[config.mk]
export PLATFORM = sky130hd
export DESIGN_NAME = pipe_hazard_ctrl
export DESIGN_NICKNAME = d
export VERILOG_FILES = /design/src/rtl/pipe_ctrl_pkg.sv /design/src/rtl/hazard_detect.sv /design/src/rtl/pipe_hazard_ctrl.sv
export SDC_FILE = /design/constraint.sdc
export NUM_CORES = 1
export LEC_CHECK = 0
export ABC_AREA = 1
export CAP_MARGIN = 20
export CORE_UTILIZATION = 49
export CTS_BUF_LIST = sky130_fd_sc_hd__clkbuf_4 sky130_fd_sc_hd__clkbuf_8
export DETAILED_ROUTE_END_ITERATION = 8
export GPL_TIMING_DRIVEN = 0
export PLACE_DENSITY = 0.83
export SETUP_SLACK_MARGIN = 0.3
export SLEW_MARGIN = 10
export SYNTH_ARGS = -nofsm -noshare
export SYNTH_HDL_FRONTEND = slang
export SYNTH_SLANG_ARGS = --single-unit
[constraint.sdc]
create_clock -name clk -period 2.99 [get_ports clk]
set_input_delay 0.7475 -clock clk [delete_from_list [all_inputs] [get_ports clk]]
set_output_delay 0.7475 -clock clk [all_outputs]
set_load 0.01 [all_outputs]
[src/rtl/pipe_ctrl_pkg.sv]
// Shared types and default widths for the pipeline control blocks.
// Latency: n/a (types and constants only).
// Backpressure: n/a.
package pipe_ctrl_pkg;

    // Sequencer states: normal flow, or waiting on instruction memory
    typedef enum logic {
        RUN   = 1'b0,
        IMISS = 1'b1
    } hz_state_t;

    // Default widths shared with the pipe_* register modules
    localparam int REG_ADDR_WIDTH_DFLT = 5;
    localparam int MISS_TIMEOUT_DFLT   = 64;
    localparam int CNT_WIDTH_DFLT      = 32;

    // Architectural zero register index; writes to it never create hazards
    localparam logic [REG_ADDR_WIDTH_DFLT-1:0] REG_ZERO = '0;

endpackage

[src/rtl/hazard_detect.sv]
// Load-use hazard compare between the Decode sources and the Execute load destination.
// Latency: purely combinational, same cycle.
// Backpressure: none; the result feeds the stall sequencer directly.
module hazard_detect
    import pipe_ctrl_pkg::*;
#(
    parameter int REG_ADDR_WIDTH = REG_ADDR_WIDTH_DFLT
) (
    input  logic [REG_ADDR_WIDTH-1:0] rs1d,
    input  logic [REG_ADDR_WIDTH-1:0] rs2d,
    input  logic [REG_ADDR_WIDTH-1:0] rde,
    input  logic                      loade,
    output logic                      lu
);

    logic rde_nonzero;
    logic src_match;

    assign rde_nonzero = (rde != REG_ADDR_WIDTH'(REG_ZERO));
    assign src_match   = (rde == rs1d) || (rde == rs2d);

    // A load whose result is needed by the very next instruction
    assign lu = loade && rde_nonzero && src_match;

endmodule

[src/rtl/pipe_hazard_ctrl.sv]
// Stall/flush sequencer for the F/D and D/E pipeline registers (load-use, redirect, imem wait).
// Latency: stall/flush outputs are combinational; state, timeout flag and counters update on posedge clk.
// Backpressure: imem_ready low holds fetch and decode until it returns; optional stall_cnt under PIPE_PERF_CNT_EN.
module pipe_hazard_ctrl
    import pipe_ctrl_pkg::*;
#(
    parameter int REG_ADDR_WIDTH = REG_ADDR_WIDTH_DFLT,
    parameter int MISS_TIMEOUT   = MISS_TIMEOUT_DFLT
`ifdef PIPE_PERF_CNT_EN
    ,
    parameter int CNT_WIDTH      = CNT_WIDTH_DFLT
`endif
) (
    input  logic                      clk,
    input  logic                      rst,
    input  logic [REG_ADDR_WIDTH-1:0] rs1d,
    input  logic [REG_ADDR_WIDTH-1:0] rs2d,
    input  logic [REG_ADDR_WIDTH-1:0] rde,
    input  logic                      loade,
    input  logic                      pcsrce,
    input  logic                      imem_ready,
    output logic                      stallf,
    output logic                      stalld,
    output logic                      flushd,
    output logic                      flushe,
    output logic                      miss_err
`ifdef PIPE_PERF_CNT_EN
    ,
    output logic [CNT_WIDTH-1:0]      stall_cnt
`endif
);

    // Wait counter holds values up to MISS_TIMEOUT-1 and then saturates
    localparam int                WAIT_W   = $clog2(MISS_TIMEOUT) + 1;
    localparam logic [WAIT_W-1:0] WAIT_MAX = WAIT_W'(MISS_TIMEOUT - 1);

    hz_state_t         state;
    hz_state_t         state_nxt;
    logic [WAIT_W-1:0] wait_cnt;
    logic [WAIT_W-1:0] wait_nxt;
    logic              pend_flush;
    logic              pend_nxt;
    logic              err_q;
    logic              err_nxt;

    logic              lu;
    logic              stall_raw;
    logic              flushd_raw;
    logic              flushe_raw;

    hazard_detect #(
        .REG_ADDR_WIDTH (REG_ADDR_WIDTH)
    ) u_hazard_detect (
        .rs1d  (rs1d),
        .rs2d  (rs2d),
        .rde   (rde),
        .loade (loade),
        .lu    (lu)
    );

    // State, wait counter, pending wrong-path flag and sticky timeout flag
    always_ff @(posedge clk) begin
        if (rst) begin
            state      <= RUN;
            wait_cnt   <= '0;
            pend_flush <= 1'b0;
            err_q      <= 1'b0;
        end else begin
            state      <= state_nxt;
            wait_cnt   <= wait_nxt;
            pend_flush <= pend_nxt;
            err_q      <= err_nxt;
        end
    end

    // Next state and hazard controls; priority is pcsrce > imem miss > load-use
    always_comb begin
        state_nxt  = state;
        wait_nxt   = wait_cnt;
        pend_nxt   = pend_flush;
        err_nxt    = err_q;
        stall_raw  = 1'b0;
        flushd_raw = 1'b0;
        flushe_raw = 1'b0;

        case (state)
            RUN: begin
                if (!imem_ready) begin
                    // No valid instruction this cycle: hold and bubble decode.
                    // This cycle is the first wait cycle of the miss.
                    state_nxt  = IMISS;
                    wait_nxt   = WAIT_W'(1);
                    stall_raw  = 1'b1;
                    flushd_raw = 1'b1;
                    flushe_raw = lu;
                end else if (lu) begin
                    // Hold the consumer in Decode for one bubble
                    stall_raw  = 1'b1;
                    flushe_raw = 1'b1;
                end
                if (pcsrce) begin
                    // Redirect wins: the fetch/decode contents are wrong path
                    stall_raw  = 1'b0;
                    flushd_raw = 1'b1;
                    flushe_raw = 1'b1;
                end
            end

            IMISS: begin
                flushe_raw = pcsrce || lu;
                if (imem_ready) begin
                    // Line returned: release, dropping it if a redirect hit during the wait
                    state_nxt  = RUN;
                    flushd_raw = pend_flush || pcsrce;
                    pend_nxt   = 1'b0;
                    wait_nxt   = '0;
                end else begin
                    stall_raw  = 1'b1;
                    flushd_raw = 1'b1;
                    if (pcsrce) begin
                        pend_nxt = 1'b1;
                    end
                    if (wait_cnt == WAIT_MAX) begin
                        err_nxt = 1'b1;
                    end else begin
                        wait_nxt = wait_cnt + WAIT_W'(1);
                    end
                end
            end

            default: begin
                state_nxt = RUN;
            end
        endcase
    end

    // Reset forces every output low independent of the registered state
    assign stallf   = stall_raw  && !rst;
    assign stalld   = stall_raw  && !rst;
    assign flushd   = flushd_raw && !rst;
    assign flushe   = flushe_raw && !rst;
    assign miss_err = err_q      && !rst;

`ifdef PIPE_PERF_CNT_EN
    logic [CNT_WIDTH-1:0] stall_cnt_q;

    // Free-running count of fetch-stall cycles, wraps naturally
    always_ff @(posedge clk) begin
        if (rst) begin
            stall_cnt_q <= '0;
        end else if (stallf) begin
            stall_cnt_q <= stall_cnt_q + CNT_WIDTH'(1);
        end
    end

    assign stall_cnt = rst ? '0 : stall_cnt_q;
`endif

endmodule
==> flow_metrics.py, run 1 <==
metrics = {
    "setup_path": {
        "critical_path_buf_inv_count": 4,
        "reg2reg_end": "wait_cnt[2]",
        "crit_type": "in2out",
        "worst_setup_path_start_kind": "primary input",
        "crit_fanout": 3,
        "critPathCapture": "stallf",
        "critical_path_cell_count": 6,
        "regToRegSetupSlack_ns": 1.56,
        "required_worst_endpoint_ns": 2.24,
        "critical_path.endpoint_type": "output port",
        "setup.worst_path.start": "pcsrce",
        "crit_arrival_ns": 1.82,
        "cp_slowest_cell": "sky130_fd_sc_hd__clkdlybuf4s50_1",
        "crit_chain": "clkdlybuf4s50_1 > inv_1 > o21ai_0 > a21oi_2 > buf_4 > buf_6",
        "critPathTopFamily": "buffers and inverters",
        "slowest_delay_ns": 0.50,
        "worstRegToRegCells": 7,
        "r2r_start": "wait_cnt[0]",
    },
    "sta": {
        "hold_viol": 0,
        "setup_viol": 0,
        "max_slew.worst_pin.slew_ns": 0.351,
        "finalCritPeriodShare": 0.859,
        "max_freq_mhz": 390,
        "max_slew_margin": 0.765,
        "final-max-slew-violation-count": 0,
        "min_period_ns": 2.57,
        "finalClockSkew_ns": 0.000437,
        "grt_setup_unrepaired": "false",
    },
    "final_layout": {
        "fillers": 121,
        "layout.nets": 164,
        "antennaDiodeCount": 0,
        "area_delta_synth_final_pct": 38.1,
        "multi_input_comb_area_um2": 427,
        "final_design_utilization": 0.744,
        "final-seq-area_um2": 200,
        "share_of_post_route_cells_with_drive_strength_above_1": 0.183,
    },
    "grt": {
        "total_routing_usage_reported_by_global_routing": 0.234,
        "first_global_vias": 686,
        "number_of_antenna_violations_at_the_first_check_in_global_routing": 0,
        "pin_count_of_the_biggest_net_entering_global_routing": 11,
        "grt_pass1_wl_um": 2540,
        "globalRoute.totalOverflow": 0,
    },
    "clock_tree": {
        "clk_transition_reported_paths_ns": 0.06,
        "cts_post_setup_buffers_inserted": 0,
        "tritoncts.num_buffers": 3,
        "clock_insertion_delay_worst_skew_ns": 0.27,
        "clock-sinks": 10,
        "cts_max_level": 1,
        "clockRootBuffer": "sky130_fd_sc_hd__clkbuf_4",
        "clock_tree_from_tritoncts": "done",
        "max-clock-path-buffers": 2,
    },
    "synth": {
        "yosysWarnings": 0,
        "postSynthCellCount": 115,
        "post_synth_instance_area_um2": 709,
        "synthesis.area_per_instance_um2": 6.17,
        "post-synth-top-area-cell": "sky130_fd_sc_hd__dfxtp_1",
        "synthDistinctLibCells": 24,
        "netlist_top_cells_area": "sky130_fd_sc_hd__dfxtp_1, sky130_fd_sc_hd__nand2_1, sky130_fd_sc_hd__inv_1",
        "ys_seq_area_frac": 0.282,
        "synth.ff_latch_count": 10,
        "synthDominantCellAreaShare": 0.282,
        "synth.net_count": 136,
    },
    "flow_run": {
        "max-cap-violations": 0,
    },
    "detailed_routing": {
        "wl_um": 1600,
        "initialDrtViolationCount": 10,
        "antenna_violating_nets_post_route": 0,
        "drt-vias-per-instance": 4.89,
        "drt_drc_violations_left": 0,
        "route.vias.total": 767,
        "firstDrtPassIters": 4,
        "drt-wirelength-per-cell_um": 10.2,
    },
    "placed_design": {
        "post-dp-hpwl_um": 1310,
        "gp_routability_congestion": 0.767,
        "placement.io_buffers": 23,
    },
    "power_and_ir_drop": {
        "sequential_power_share": 0.416,
        "clock_power_share": 0.367,
        "p_comb_frac": 0.217,
        "cellPowerDensity_mw_per_mm2": 338,
        "total_power_uw": 331,
        "ir_drop_mv": 0.273,
        "leakagePower_uw": 0.000520,
        "internal_power_uw": 245,
        "sw_pwr_uw": 86.7,
        "switching_share": 0.262,
    },
    "floorplanning": {
        "floorplan_die_area_mm2": 0.00160,
        "rows": 13,
        "core-area_mm2": 0.00132,
        "die_height_um": 40.1,
        "die-width_um": 40.1,
        "floorplan.initialDensity": 0.538,
        "ioPinCount": 25,
    },
    "outcome": {
        "outcome": "completed",
    },
    "worst_hold_path": {
        "hold_path_class": "reg2reg",
    },
}
flip-flops by register name, summed over array words and instances (netlist names):
name	flops
pend_flush	1
wait_cnt	7
err_q	1
state	1
area by class of cell:
cell class / instances / share of cell area
clock buffers: 4 / 0.0370
repair buffers: 23 / 0.207
inverters: 19 / 0.0728
well taps: 15 / 0.0192
plain buffers: 3 / 0.0243
flip-flops and latches: 10 / 0.204
multi-input cells: 83 / 0.436
cells in the final DEF (no fill, tap or decap):
cell type,count
sky130_fd_sc_hd__xor2_1,2
sky130_fd_sc_hd__nand2_2,2
sky130_fd_sc_hd__nand2_1,32
sky130_fd_sc_hd__o21ai_1,2
sky130_fd_sc_hd__nand2_4,1
sky130_fd_sc_hd__a31oi_1,1
sky130_fd_sc_hd__inv_1,16
sky130_fd_sc_hd__clkbuf_2,2
sky130_fd_sc_hd__nor2_1,13
sky130_fd_sc_hd__and3_2,1
sky130_fd_sc_hd__buf_4,1
sky130_fd_sc_hd__o21bai_1,1
sky130_fd_sc_hd__nor2_2,3
sky130_fd_sc_hd__clkbuf_8,1
sky130_fd_sc_hd__clkbuf_4,3
sky130_fd_sc_hd__clkdlybuf4s15_1,2
sky130_fd_sc_hd__nand3_4,1
sky130_fd_sc_hd__buf_2,3
sky130_fd_sc_hd__inv_2,3
sky130_fd_sc_hd__dlygate4sd2_1,11
sky130_fd_sc_hd__buf_6,2
sky130_fd_sc_hd__xnor2_1,2
sky130_fd_sc_hd__dfxtp_1,10
sky130_fd_sc_hd__or2_4,1
sky130_fd_sc_hd__dlymetal6s2s_1,2
sky130_fd_sc_hd__clkdlybuf4s50_1,3
sky130_fd_sc_hd__nand4_1,2
sky130_fd_sc_hd__o21ai_0,3
sky130_fd_sc_hd__ha_1,1
sky130_fd_sc_hd__nand3_1,6
sky130_fd_sc_hd__a21oi_1,7
sky130_fd_sc_hd__a21oi_2,2
timing repair:
item	in CTS	in global routing
gates cloned	0	0
gates resized for setup	32	10
setup endpoints to repair	4	2
endpoints found under the hold margin	0	0
hold buffers	0	0
pin swaps	7	9
power groups by stage:
stage / clock [uW] / combinational (uW) / sequential [uW]
final: 122 / 71.9 / 138
after detailed placement: 0 / 78.0 / 141
after global placement: 0 / 75.7 / 141
after global routing: 129 / 81.0 / 138
after floorplan: 0 / 37.7 / 140
after CTS: 124 / 71.5 / 138
synth_stat cells:
cell / n
sky130_fd_sc_hd__and3_2: 1
sky130_fd_sc_hd__o21bai_1: 1
sky130_fd_sc_hd__buf_4: 1
sky130_fd_sc_hd__buf_6: 1
sky130_fd_sc_hd__nand2_1: 33
sky130_fd_sc_hd__xor2_1: 2
sky130_fd_sc_hd__buf_2: 1
sky130_fd_sc_hd__nand4_1: 2
sky130_fd_sc_hd__o21ai_1: 2
sky130_fd_sc_hd__or2_4: 1
sky130_fd_sc_hd__nor2_1: 14
sky130_fd_sc_hd__nor2_2: 2
sky130_fd_sc_hd__a31oi_1: 1
sky130_fd_sc_hd__inv_1: 18
sky130_fd_sc_hd__nand3_4: 1
sky130_fd_sc_hd__o21ai_0: 3
sky130_fd_sc_hd__a21oi_1: 9
sky130_fd_sc_hd__nand2_2: 1
sky130_fd_sc_hd__nand2_4: 1
sky130_fd_sc_hd__dfxtp_1: 10
sky130_fd_sc_hd__ha_1: 1
sky130_fd_sc_hd__inv_2: 1
sky130_fd_sc_hd__xnor2_1: 2
sky130_fd_sc_hd__nand3_1: 6
stage by stage:
step	instance area (um^2)	std cells	worst slack [ns]	hold WS (ns)	setup TNS (ns)
after global placement	958	153	-0.320	0.432	-0.731
after floorplan	709	115	0.663	0.420	0
after CTS	977	157	0.287	0.466	0
final	980	157	0.423	0.458	0
after global routing	980	157	0.297	0.488	0
after detailed placement	958	153	-0.364	0.457	-0.854
cell families (layout without fill, tap and decap cells):
| kind of cell | Yosys count | count (layout) | share of synthesized area |
|---|---|---|---|
| flops | 10 | 10 | 0.282 |
| buf+inv | 22 | 49 | 0.134 |
| compound gates | 16 | 16 | 0.118 |
| fa+ha+maj | 1 | 1 | 0.0176 |
| xor+xnor | 4 | 4 | 0.0494 |
| simple gates | 62 | 62 | 0.399 |
metal layers:
layer | routed length, um | GRT usage | vias up
li1 | - | - | 411
met1 | 699 | 0.247 | 335
met2 | 817 | 0.427 | 17
met3 | 62 | 0.0889 | 4
met4 | 20 | 0.0603 | 0
met5 | 0 | 0 | -
worst register-to-register path, delay by kind of cell (launching register included):
kind | cells | cell delay [ns]
simple gates | 5 | 0.57
fa+ha+maj | 1 | 0.20
flops | 1 | 0.37
xor+xnor | 1 | 0.16
worst min-delay path by stage:
stage / start / end / slack, ns / cells after the start
after global placement: wait_cnt[6] / wait_cnt[6] / 0.43 / 2
after detailed placement: wait_cnt[6] / wait_cnt[6] / 0.46 / 2
after global routing: wait_cnt[6] / wait_cnt[6] / 0.49 / 2
final: wait_cnt[6] / wait_cnt[6] / 0.46 / 2
after floorplan: wait_cnt[6] / wait_cnt[6] / 0.42 / 2
after CTS: wait_cnt[6] / wait_cnt[6] / 0.47 / 2
Power figures use the tool's default switching activity.
==> inputs of run 2 (changes only) <==
--- a/config.mk
+++ b/config.mk
@@ -10,6 +10,7 @@
 export CORE_UTILIZATION = 49
 export CTS_BUF_LIST = sky130_fd_sc_hd__clkbuf_4 sky130_fd_sc_hd__clkbuf_8
 export DETAILED_ROUTE_END_ITERATION = 8
+export GPL_ROUTABILITY_DRIVEN = 1
 export GPL_TIMING_DRIVEN = 0
 export PLACE_DENSITY = 0.83
 export SETUP_SLACK_MARGIN = 0.3
==> results of run 2 <==
The final DEF is identical to that of run 1; final timing and power are the same.
==> inputs of run 3 (changes only) <==
--- a/config.mk
+++ b/config.mk
@@ -6,7 +6,6 @@
 export NUM_CORES = 1
 export LEC_CHECK = 0
 export ABC_AREA = 1
-export CAP_MARGIN = 20
 export CORE_UTILIZATION = 49
 export CTS_BUF_LIST = sky130_fd_sc_hd__clkbuf_4 sky130_fd_sc_hd__clkbuf_8
 export DETAILED_ROUTE_END_ITERATION = 8
==> constraint.sdc (replaced) <==
create_clock -name clk -period 2.99 [get_ports clk]
set_input_delay 0.598 -clock clk [delete_from_list [all_inputs] [get_ports clk]]
set_output_delay 0.598 -clock clk [all_outputs]
set_load 0.01 [all_outputs]
==> run 3 against run 2 <==
Global-route usage shrank 0.23 points; register-to-register slack is essentially flat; utilization grew 1.0 points; first-iteration DRC count is the same; flip-flop and latch count is the same; total power grew 1.4%; cell count is the same; wire length shrank 0.19%; clock-buffer cell count is the same; critical path type unchanged; sequential power is essentially flat; cell area grew 1.4%; critical endpoint unchanged.
==> flow_metrics.py, run 3 (synthesis results as in run 1) <==
metrics = {
    "outcome": {
        "outcome": "completed",
    },
    "grt": {
        "grt-busiest-layer": "met2",
        "globalRoute.totalOverflow": 0,
        "number_of_antenna_violations_at_the_first_check_in_global_routing": 0,
        "pin_count_of_the_biggest_net_entering_global_routing": 11,
        "total_routing_usage_reported_by_global_routing": 0.232,
        "grt_use_met2": 0.423,
        "grt_pass1_wl_um": 2520,
        "groute.layer.met3.usage": 0.0889,
        "first_global_vias": 689,
        "met1_usage": 0.244,
    },
    "floorplanning": {
        "die_height_um": 40.1,
        "core-area_mm2": 0.00132,
        "ioPinCount": 25,
        "floorplan_die_area_mm2": 0.00160,
        "die-width_um": 40.1,
        "floorplan.initialDensity": 0.538,
        "rows": 13,
    },
    "setup_path": {
        "crit_arrival_ns": 1.99,
        "required_worst_endpoint_ns": 2.39,
        "crit_fanout": 3,
        "crit_type": "in2out",
        "worst_setup_path_start_kind": "primary input",
        "critical_path.endpoint_type": "output port",
    },
    "detailed_routing": {
        "firstDrtPassIters": 4,
        "route.vias.total": 769,
        "drt_drc_violations_left": 0,
        "drt-vias-per-instance": 4.90,
        "drt-wirelength-per-cell_um": 10.2,
        "wl_um": 1600,
        "initialDrtViolationCount": 10,
        "antenna_violating_nets_post_route": 0,
    },
    "flow_run": {
        "max-cap-violations": 0,
    },
    "final_layout": {
        "multi_input_comb_area_um2": 420,
        "final_design_utilization": 0.754,
        "share_of_post_route_cells_with_drive_strength_above_1": 0.141,
        "mostFrequentLayoutCells": "sky130_fd_sc_hd__nand2_1, sky130_fd_sc_hd__inv_1, sky130_fd_sc_hd__clkdlybuf4s50_1",
        "layout.nets": 164,
        "fillers": 116,
        "antennaDiodeCount": 0,
        "largest_register_ff_count": 7,
        "regMostFlops": "wait_cnt",
        "final-seq-area_um2": 200,
        "commonest_non_fill_non_tap_cell_in_the_layout": "sky130_fd_sc_hd__nand2_1",
        "area_delta_synth_final_pct": 40.0,
    },
    "clock_tree": {
        "clock_insertion_delay_worst_skew_ns": 0.27,
        "cts.hold.buffers_added": 0,
        "tritoncts.num_buffers": 3,
        "clock_tree_from_tritoncts": "done",
        "clock-sinks": 10,
        "cts_max_level": 1,
        "clockRootBuffer": "sky130_fd_sc_hd__clkbuf_4",
        "clk_transition_reported_paths_ns": 0.06,
        "max-clock-path-buffers": 2,
    },
    "sta": {
        "finalClockSkew_ns": 0.000755,
        "hold_viol": 0,
        "finalCritPeriodShare": 0.864,
        "min_period_ns": 2.58,
        "max_slew_margin": 0.765,
        "setup_viol": 0,
        "grt_setup_unrepaired": "true",
        "final-max-slew-violation-count": 0,
        "max_slew.worst_pin.slew_ns": 0.351,
        "finalSetupTns_ns": 0,
        "max_freq_mhz": 387,
    },
    "power_and_ir_drop": {
        "ir_drop_mv": 0.273,
        "cellPowerDensity_mw_per_mm2": 338,
        "leakagePower_uw": 0.000511,
        "total_power_uw": 336,
    },
    "placed_design": {
        "placement.io_buffers": 23,
        "post-dp-hpwl_um": 1310,
        "gp_routability_congestion": 0.767,
    },
    "worst_hold_path": {
        "hold_path_class": "reg2reg",
    },
}
==> run 3: worst paths after layout <==
kind	depth (start not counted)	endpoint	startpoint	slack (ns)
setup / recovery	11	stallf	rde[1]	0.41
hold reg to reg	2	wait_cnt[6]	wait_cnt[6]	0.46
setup reg to reg	7	wait_cnt[2]	wait_cnt[0]	1.55
hold / removal	2	wait_cnt[6]	wait_cnt[6]	0.46
==> run 3: metal layers <==
| metal | vias to the layer above | part of all wire |
|---|---|---|
| li1 | 411 | - |
| met1 | 342 | 0.43 |
| met2 | 16 | 0.53 |
| met3 | 0 | 0.035 |
| met4 | 0 | 0 |
| met5 | - | 0 |
==> run 3: where the power goes <==
group | internal, uW | switching [uW]
Clock | 74.0 | 47.4
Sequential | 136 | 1.83
Combinational | 40.6 | 36.1
==> run 3: worst max-delay path: stages <==
cell and delay [ns]:
sky130_fd_sc_hd__clkdlybuf4s50_1 0.50, sky130_fd_sc_hd__inv_1 0.08, sky130_fd_sc_hd__nand2_1 0.06, sky130_fd_sc_hd__nand2_1 0.06, sky130_fd_sc_hd__nor2_1 0.08, sky130_fd_sc_hd__nand3_1 0.07, sky130_fd_sc_hd__nand2_1 0.07, sky130_fd_sc_hd__nand2_1 0.08
sky130_fd_sc_hd__a21oi_2 0.16, sky130_fd_sc_hd__buf_4 0.12, sky130_fd_sc_hd__clkbuf_2 0.11
==> run 3: area by class of cell <==
| class | count | share of cell area |
|---|---|---|
| clock buffer | 4 | 0.0365 |
| sequential | 10 | 0.202 |
| tap | 15 | 0.0189 |
| inverter | 19 | 0.0718 |
| multi-input combinational | 83 | 0.423 |
| timing repair buffer | 23 | 0.224 |
| buffer | 3 | 0.0239 |
==> run 3: repair_timing <==
action / CTS / global route
pin swaps: 1 / 1
endpoints found under the setup margin: 3 / 3
buffers inserted: 0 / 0
hold endpoints to repair: 0 / 0
resized for setup: 4 / 10
==> run 3: stage by stage <==
| step | area (um^2) | instances | setup slack, ns | hold WS, ns |
|---|---|---|---|---|
| 2_1_floorplan | 709 | 115 | 0.962 | 0.420 |
| 3_3_place_gp | 958 | 153 | -0.0214 | 0.432 |
| 3_5_place_dp | 958 | 153 | -0.0646 | 0.457 |
| 4_1_cts | 995 | 157 | 0.216 | 0.466 |
| 5_1_grt | 993 | 157 | 0.265 | 0.488 |
| 6_report | 993 | 157 | 0.406 | 0.459 |
